===== src/rtl/alu_uart_pkg.sv =====
// Shared definitions for the UART/ALU command sequencer:
// state encoding, default timing and ALU opcodes.
package alu_uart_pkg;

    localparam int N_BITS_DEF        = 8;
    localparam int TIMEOUT_TICKS_DEF = 640;

    localparam logic [2:0] S_WAIT_A  = 3'd0;
    localparam logic [2:0] S_WAIT_B  = 3'd1;
    localparam logic [2:0] S_WAIT_OP = 3'd2;
    localparam logic [2:0] S_LATCH   = 3'd3;
    localparam logic [2:0] S_SEND    = 3'd4;
    localparam logic [2:0] S_WAIT_TX = 3'd5;

    typedef enum logic [2:0] {
        ST_WAIT_A  = S_WAIT_A,
        ST_WAIT_B  = S_WAIT_B,
        ST_WAIT_OP = S_WAIT_OP,
        ST_LATCH   = S_LATCH,
        ST_SEND    = S_SEND,
        ST_WAIT_TX = S_WAIT_TX
    } state_t;

    localparam logic [7:0] OP_ADD = 8'h20;
    localparam logic [7:0] OP_SUB = 8'h22;
    localparam logic [7:0] OP_AND = 8'h24;
    localparam logic [7:0] OP_OR  = 8'h25;
    localparam logic [7:0] OP_XOR = 8'h26;
    localparam logic [7:0] OP_NOR = 8'h27;
    localparam logic [7:0] OP_SRA = 8'h03;
    localparam logic [7:0] OP_SRL = 8'h02;

endpackage


===== src/rtl/tick_timeout.sv =====
// Clearable, enable-gated baud-tick counter; o_expire is asserted on
// the tick that completes TIMEOUT_TICKS counts.
module tick_timeout #(
    parameter int TIMEOUT_TICKS = 640
) (
    input  logic clk,
    input  logic reset,
    input  logic i_en,
    input  logic i_clr,
    input  logic i_tick,
    output logic o_expire
);

    localparam int CW = (TIMEOUT_TICKS > 1) ? $clog2(TIMEOUT_TICKS) : 1;
    localparam logic [CW-1:0] LAST = CW'(TIMEOUT_TICKS - 1);

    logic [CW-1:0] r_cnt;

    assign o_expire = i_en & i_tick & (r_cnt == LAST);

    always_ff @(posedge clk or negedge reset) begin
        if (!reset) begin
            r_cnt <= '0;
        end else if (i_clr | o_expire) begin
            r_cnt <= '0;
        end else if (i_en & i_tick) begin
            r_cnt <= r_cnt + CW'(1);
        end
    end

endmodule


===== src/rtl/alu_uart_sequencer.sv =====
// Collects A, B, OP from the UART receiver, commits them to the ALU
// together, then transmits the result and waits for the frame to finish.
module alu_uart_sequencer
    import alu_uart_pkg::*;
#(
    parameter int N_BITS        = N_BITS_DEF,
    parameter int TIMEOUT_TICKS = TIMEOUT_TICKS_DEF
) (
    input  logic              clk,
    input  logic              reset,
    input  logic              i_s_tick,
    input  logic [N_BITS-1:0] i_rx_data,
    input  logic              i_rx_done,
    input  logic              i_tx_done,
    input  logic [N_BITS-1:0] i_alu_res,
    output logic [N_BITS-1:0] o_A,
    output logic [N_BITS-1:0] o_B,
    output logic [N_BITS-1:0] o_OP,
    output logic [N_BITS-1:0] o_tx_data,
    output logic              o_tx_start,
    output logic              o_busy,
    output logic              o_timeout,
    output logic              o_overrun
);

    state_t            r_state;
    logic [N_BITS-1:0] r_sh_a;
    logic [N_BITS-1:0] r_sh_b;
    logic              w_collecting;
    logic              w_in_flight;
    logic              w_expire;

    assign w_collecting = (r_state == ST_WAIT_B) || (r_state == ST_WAIT_OP);
    assign w_in_flight  = (r_state == ST_LATCH) || (r_state == ST_SEND) ||
                          (r_state == ST_WAIT_TX);

    // Counter is held at zero outside WAIT_B/WAIT_OP and on every byte.
    tick_timeout #(
        .TIMEOUT_TICKS(TIMEOUT_TICKS)
    ) u_tick_timeout (
        .clk      (clk),
        .reset    (reset),
        .i_en     (w_collecting),
        .i_clr    (i_rx_done | ~w_collecting),
        .i_tick   (i_s_tick),
        .o_expire (w_expire)
    );

    always_ff @(posedge clk or negedge reset) begin
        if (!reset) begin
            r_state    <= ST_WAIT_A;
            r_sh_a     <= '0;
            r_sh_b     <= '0;
            o_A        <= '0;
            o_B        <= '0;
            o_OP       <= '0;
            o_tx_data  <= '0;
            o_tx_start <= 1'b0;
            o_busy     <= 1'b0;
            o_timeout  <= 1'b0;
            o_overrun  <= 1'b0;
        end else begin
            o_tx_start <= 1'b0;
            o_timeout  <= 1'b0;
            o_overrun  <= i_rx_done & w_in_flight;
            unique case (r_state)
                ST_WAIT_A: begin
                    if (i_rx_done) begin
                        r_sh_a  <= i_rx_data;
                        r_state <= ST_WAIT_B;
                    end
                end
                ST_WAIT_B: begin
                    if (i_rx_done) begin
                        r_sh_b  <= i_rx_data;
                        r_state <= ST_WAIT_OP;
                    end else if (w_expire) begin
                        o_timeout <= 1'b1;
                        r_sh_a    <= '0;
                        r_sh_b    <= '0;
                        r_state   <= ST_WAIT_A;
                    end
                end
                ST_WAIT_OP: begin
                    // A byte arriving on the expiry tick still wins.
                    if (i_rx_done) begin
                        o_A     <= r_sh_a;
                        o_B     <= r_sh_b;
                        o_OP    <= i_rx_data;
                        o_busy  <= 1'b1;
                        r_state <= ST_LATCH;
                    end else if (w_expire) begin
                        o_timeout <= 1'b1;
                        r_sh_a    <= '0;
                        r_sh_b    <= '0;
                        r_state   <= ST_WAIT_A;
                    end
                end
                ST_LATCH: begin
                    o_tx_data  <= i_alu_res;
                    o_tx_start <= 1'b1;
                    r_state    <= ST_SEND;
                end
                ST_SEND: begin
                    r_state <= ST_WAIT_TX;
                end
                ST_WAIT_TX: begin
                    if (i_tx_done) begin
                        o_busy  <= 1'b0;
                        r_state <= ST_WAIT_A;
                    end
                end
                default: begin
                    o_busy  <= 1'b0;
                    r_state <= ST_WAIT_A;
                end
            endcase
        end
    end

endmodule


===== config.mk =====
export PLATFORM = sky130hd
export DESIGN_NAME = alu_uart_sequencer
export DESIGN_NICKNAME = d
export VERILOG_FILES = /design/src/rtl/alu_uart_pkg.sv /design/src/rtl/tick_timeout.sv /design/src/rtl/alu_uart_sequencer.sv
export SDC_FILE = /design/constraint.sdc
export NUM_CORES = 1
export LEC_CHECK = 0
export BUFFER_PORTS_ARGS = -buffer_cell sky130_fd_sc_hd__buf_4
export CORE_ASPECT_RATIO = 0.9
export CORE_MARGIN = 2
export CORE_UTILIZATION = 58
export DETAILED_ROUTE_END_ITERATION = 8
export MAX_ROUTING_LAYER = met4
export PLACE_DENSITY = 0.84
export RECOVER_POWER = 50
export SLEW_MARGIN = 30
export SYNTH_ARGS = -nofsm -noshare
export SYNTH_HDL_FRONTEND = slang
export SYNTH_SLANG_ARGS = --single-unit

===== constraint.sdc =====
create_clock -name clk -period 3.7 [get_ports clk]
set_clock_uncertainty 0.05 [all_clocks]
set_input_delay 0.74 -clock clk [delete_from_list [all_inputs] [get_ports clk]]
set_output_delay 0.74 -clock clk [all_outputs]
set_load 0.005 [all_outputs]

==> impl_metrics.env <==
export IMPL_core_area_sq_um=4770
export IMPL_cts_buffer_depth=2
export IMPL_tns_ps=0
export IMPL_slew_headroom_pct=-3.90
export IMPL_fin_hold_ws_ps=438
export IMPL_syn_to_final_growth_pct=21.8
export IMPL_finalWorstSetupSlack_ps=1790
export IMPL_dp_hpwl_um=3560
export IMPL_max_freq_mhz=524
export IMPL_ys_async_sr_fraction_pct=100
export IMPL_finalSetupViolations=0
export IMPL_start_util_pct=59.1
export IMPL_total_power_uw=2610
export IMPL_rsz0062_at_grt="no"
export IMPL_dieWidth_um=77.5
export IMPL_syn_inst=221
export IMPL_viasPerCell=5.48
export IMPL_post_cts_buffers=0
export IMPL_cts_root_buf="clkbuf_8"
export IMPL_clock_sinks=65
export IMPL_ys_seq_elements=65
export IMPL_clkSlewWorstSetupHoldPaths_ps=70
export IMPL_hold_violations=0
export IMPL_critical_path_arrival_ps=2080
export IMPL_drc=0
export IMPL_insertion_delay_ps=330
export IMPL_rows=24
export IMPL_period_minus_slack_ps=1910
export IMPL_wl_um=5140
export IMPL_end_kind="register"
export IMPL_track_usage_pct=21.6
export IMPL_antenna_found_initial=0
export IMPL_cts_resized=0
export IMPL_dr_pass1_iters=4
export IMPL_nets=299
export IMPL_placement_io_buffers=56
export IMPL_max_cap_violations=1
export IMPL_use_met3_pct=4.39
export IMPL_grt_ovfl_total=0
export IMPL_routabilityCongestion=0.766
export IMPL_htree_levels=3
export IMPL_grt_pass1_wl_um=8830
export IMPL_fill_cells=344
export IMPL_status="complete, but fails checks"
export IMPL_leakage_uw=0.00156
export IMPL_synth_area_per_cell_sq_um=12.8
export IMPL_holdBufCountCts=0
export IMPL_syn_area_sq_um=2820
export IMPL_yosysSeqAreaShare_pct=57.6
export IMPL_vias=1900
export IMPL_cts_tree="yes"
export IMPL_pin_count=57
export IMPL_worstPathMaxFanout=14
export IMPL_slew_violations=66
export IMPL_drive_gt1_share_pct=36.5
export IMPL_critical_path_required_ps=3870
export IMPL_tightest_slew_ps=1560
export IMPL_syn_nets=243
export IMPL_violations="capacitance limit, slew limit"
export IMPL_grt_pass1_vias=1854
export IMPL_diodes=0
export IMPL_pwr_density_cell_nw_per_um2=760
export IMPL_vdd_ir_drop_max_uv=461
export IMPL_hold_class="reg2reg"
export IMPL_ys_warn_count=0
export IMPL_drt_iter0_markers=142
export IMPL_die_h_um=70.2
export IMPL_numCtsBuffers=9
export IMPL_grt_max_degree=66
export IMPL_dieArea_sq_um=5440
export IMPL_crit_type="reg2reg"
export IMPL_drtAntennaViolNets=0
export IMPL_start_kind="register"
export IMPL_use_met2_pct=31.5
export IMPL_period_share_pct=51.6
export IMPL_synth_main_ff_cell="dfrtp_1"
export IMPL_synth_edff_count=0
export IMPL_wl_per_cell_um=14.8
export IMPL_grt_busiest_layer="met2"
export IMPL_yosysUniqueCellTypes=45
export IMPL_dp_slack_ps=1630
export IMPL_use_met1_pct=29.8
-- layout by cell type (no fill, tap or decap), types with 2 or more instances in the layout --
master,count
nor2_2,2
nor2_1,10
dfrtp_1,65
inv_1,3
nand3_1,12
clkinv_2,2
a22o_1,8
nand4_1,4
o2111ai_1,2
o21ai_0,15
and4_1,2
buf_4,41
mux2_1,12
nor3_1,2
xor2_1,3
xnor2_1,3
a21oi_1,3
or3_1,3
mux2_2,20
clkbuf_4,15
nand3b_1,2
clkbuf_8,10
clkinvlp_4,2
nand2_1,15
nand2b_1,3
-- flip-flops by register name (all words and copies together) (netlist names) --
name,cells
u_tick_timeout.r_cnt,10
o_A,8
o_B,8
o_OP,8
o_tx_data,8
r_sh_a,8
r_sh_b,8
r_state,3
o_busy,1
o_overrun,1
o_timeout,1
o_tx_start,1
-- path summary, 6_finish.rpt --
path | cells after the start | start | slack [ps] | end
worst max-delay path | 4 | r_state[1] | 1790 | r_sh_b[7]
worst min-delay path | 1 | o_OP[4] | 440 | o_OP[4]
worst max register to register | 4 | r_state[1] | 1790 | r_sh_b[7]
worst min register to register | 1 | o_OP[4] | 440 | o_OP[4]
max in group asynchronous | 1 | reset | 1920 | o_A[7]
min in group asynchronous | 1 | reset | 740 | o_B[4]
-- cell families (layout without fill, tap and decap cells) --
kind of cell	after synthesis	in the layout	share of synthesized area [%]
flops	65	65	57.6
mux	32	32	12.8
xor+xnor	8	8	3.02
simple gates	64	64	13.1
fa+ha+maj	1	1	0.443
compound gates	36	36	9.49
buf+inv	15	76	3.55
-- stage by stage --
step                      util, %  instance area, sq um  std cells
after floorplan                 -                  2820        221
after global placement       67.9                  3240        331
after detailed placement     67.9                  3240        331
after CTS                    72.0                  3440        347
after global routing         72.0                  3440        347
final                        72.0                  3440        347
-- power by group --
part	switching [uW]	leakage, uW	internal [uW]	total (uW)
Combinational	342	0.000649	492	834
Clock	262	0.0000953	327	589
Sequential	200	0.000818	988	1190
-- worst max-delay path, stage by stage, from the launching register on --
cell and delay, ps:
dfrtp_1 670, nor4b_1 310, and4_1 440, a21oi_4 120, a22o_1 200
-- routing by layer --
layer | part of all wire [%] | up-vias
met1 | 47 | 928
met2 | 47 | 53
met4 | 1.5 | 0
met5 | 0 | -
met3 | 4.0 | 7
li1 | - | 912
-- layout make-up --
| class | count | area (sq um) | area share [%] |
|---|---|---|---|
| Multi-Input combinational cell | 141 | 1090 | 31.9 |
| Inverter | 3 | 11.3 | 0.328 |
| Clock inverter | 5 | 55.1 | 1.60 |
| Clock buffer | 11 | 141 | 4.12 |
| Sequential cell | 65 | 1630 | 47.3 |
| Tap cell | 65 | 81.3 | 2.37 |
| Timing Repair Buffer | 57 | 425 | 12.4 |
-- synth_stat cells, types with 2 or more instances --
master	instances	area, sq um
xnor2_1	3	26.3
nand3b_1	2	15.0
nor2_1	10	37.5
buf_6	4	45.0
or3_1	3	18.8
a22o_1	8	70.1
nand3_1	12	60.1
dfrtp_1	65	1630
and4_1	2	17.5
buf_2	4	20.0
mux2_2	20	225
nand2_1	15	56.3
a21oi_1	3	15.0
mux2_1	12	135
xor2_1	3	26.3
o2111ai_1	2	17.5
inv_1	3	11.3
buf_4	2	15.0
o21ai_0	15	75.1
nor2_2	2	12.5
nand4_1	4	25.0
nor3_1	2	10.0
nand2b_1	3	18.8
(Power assumes the default switching activity.)
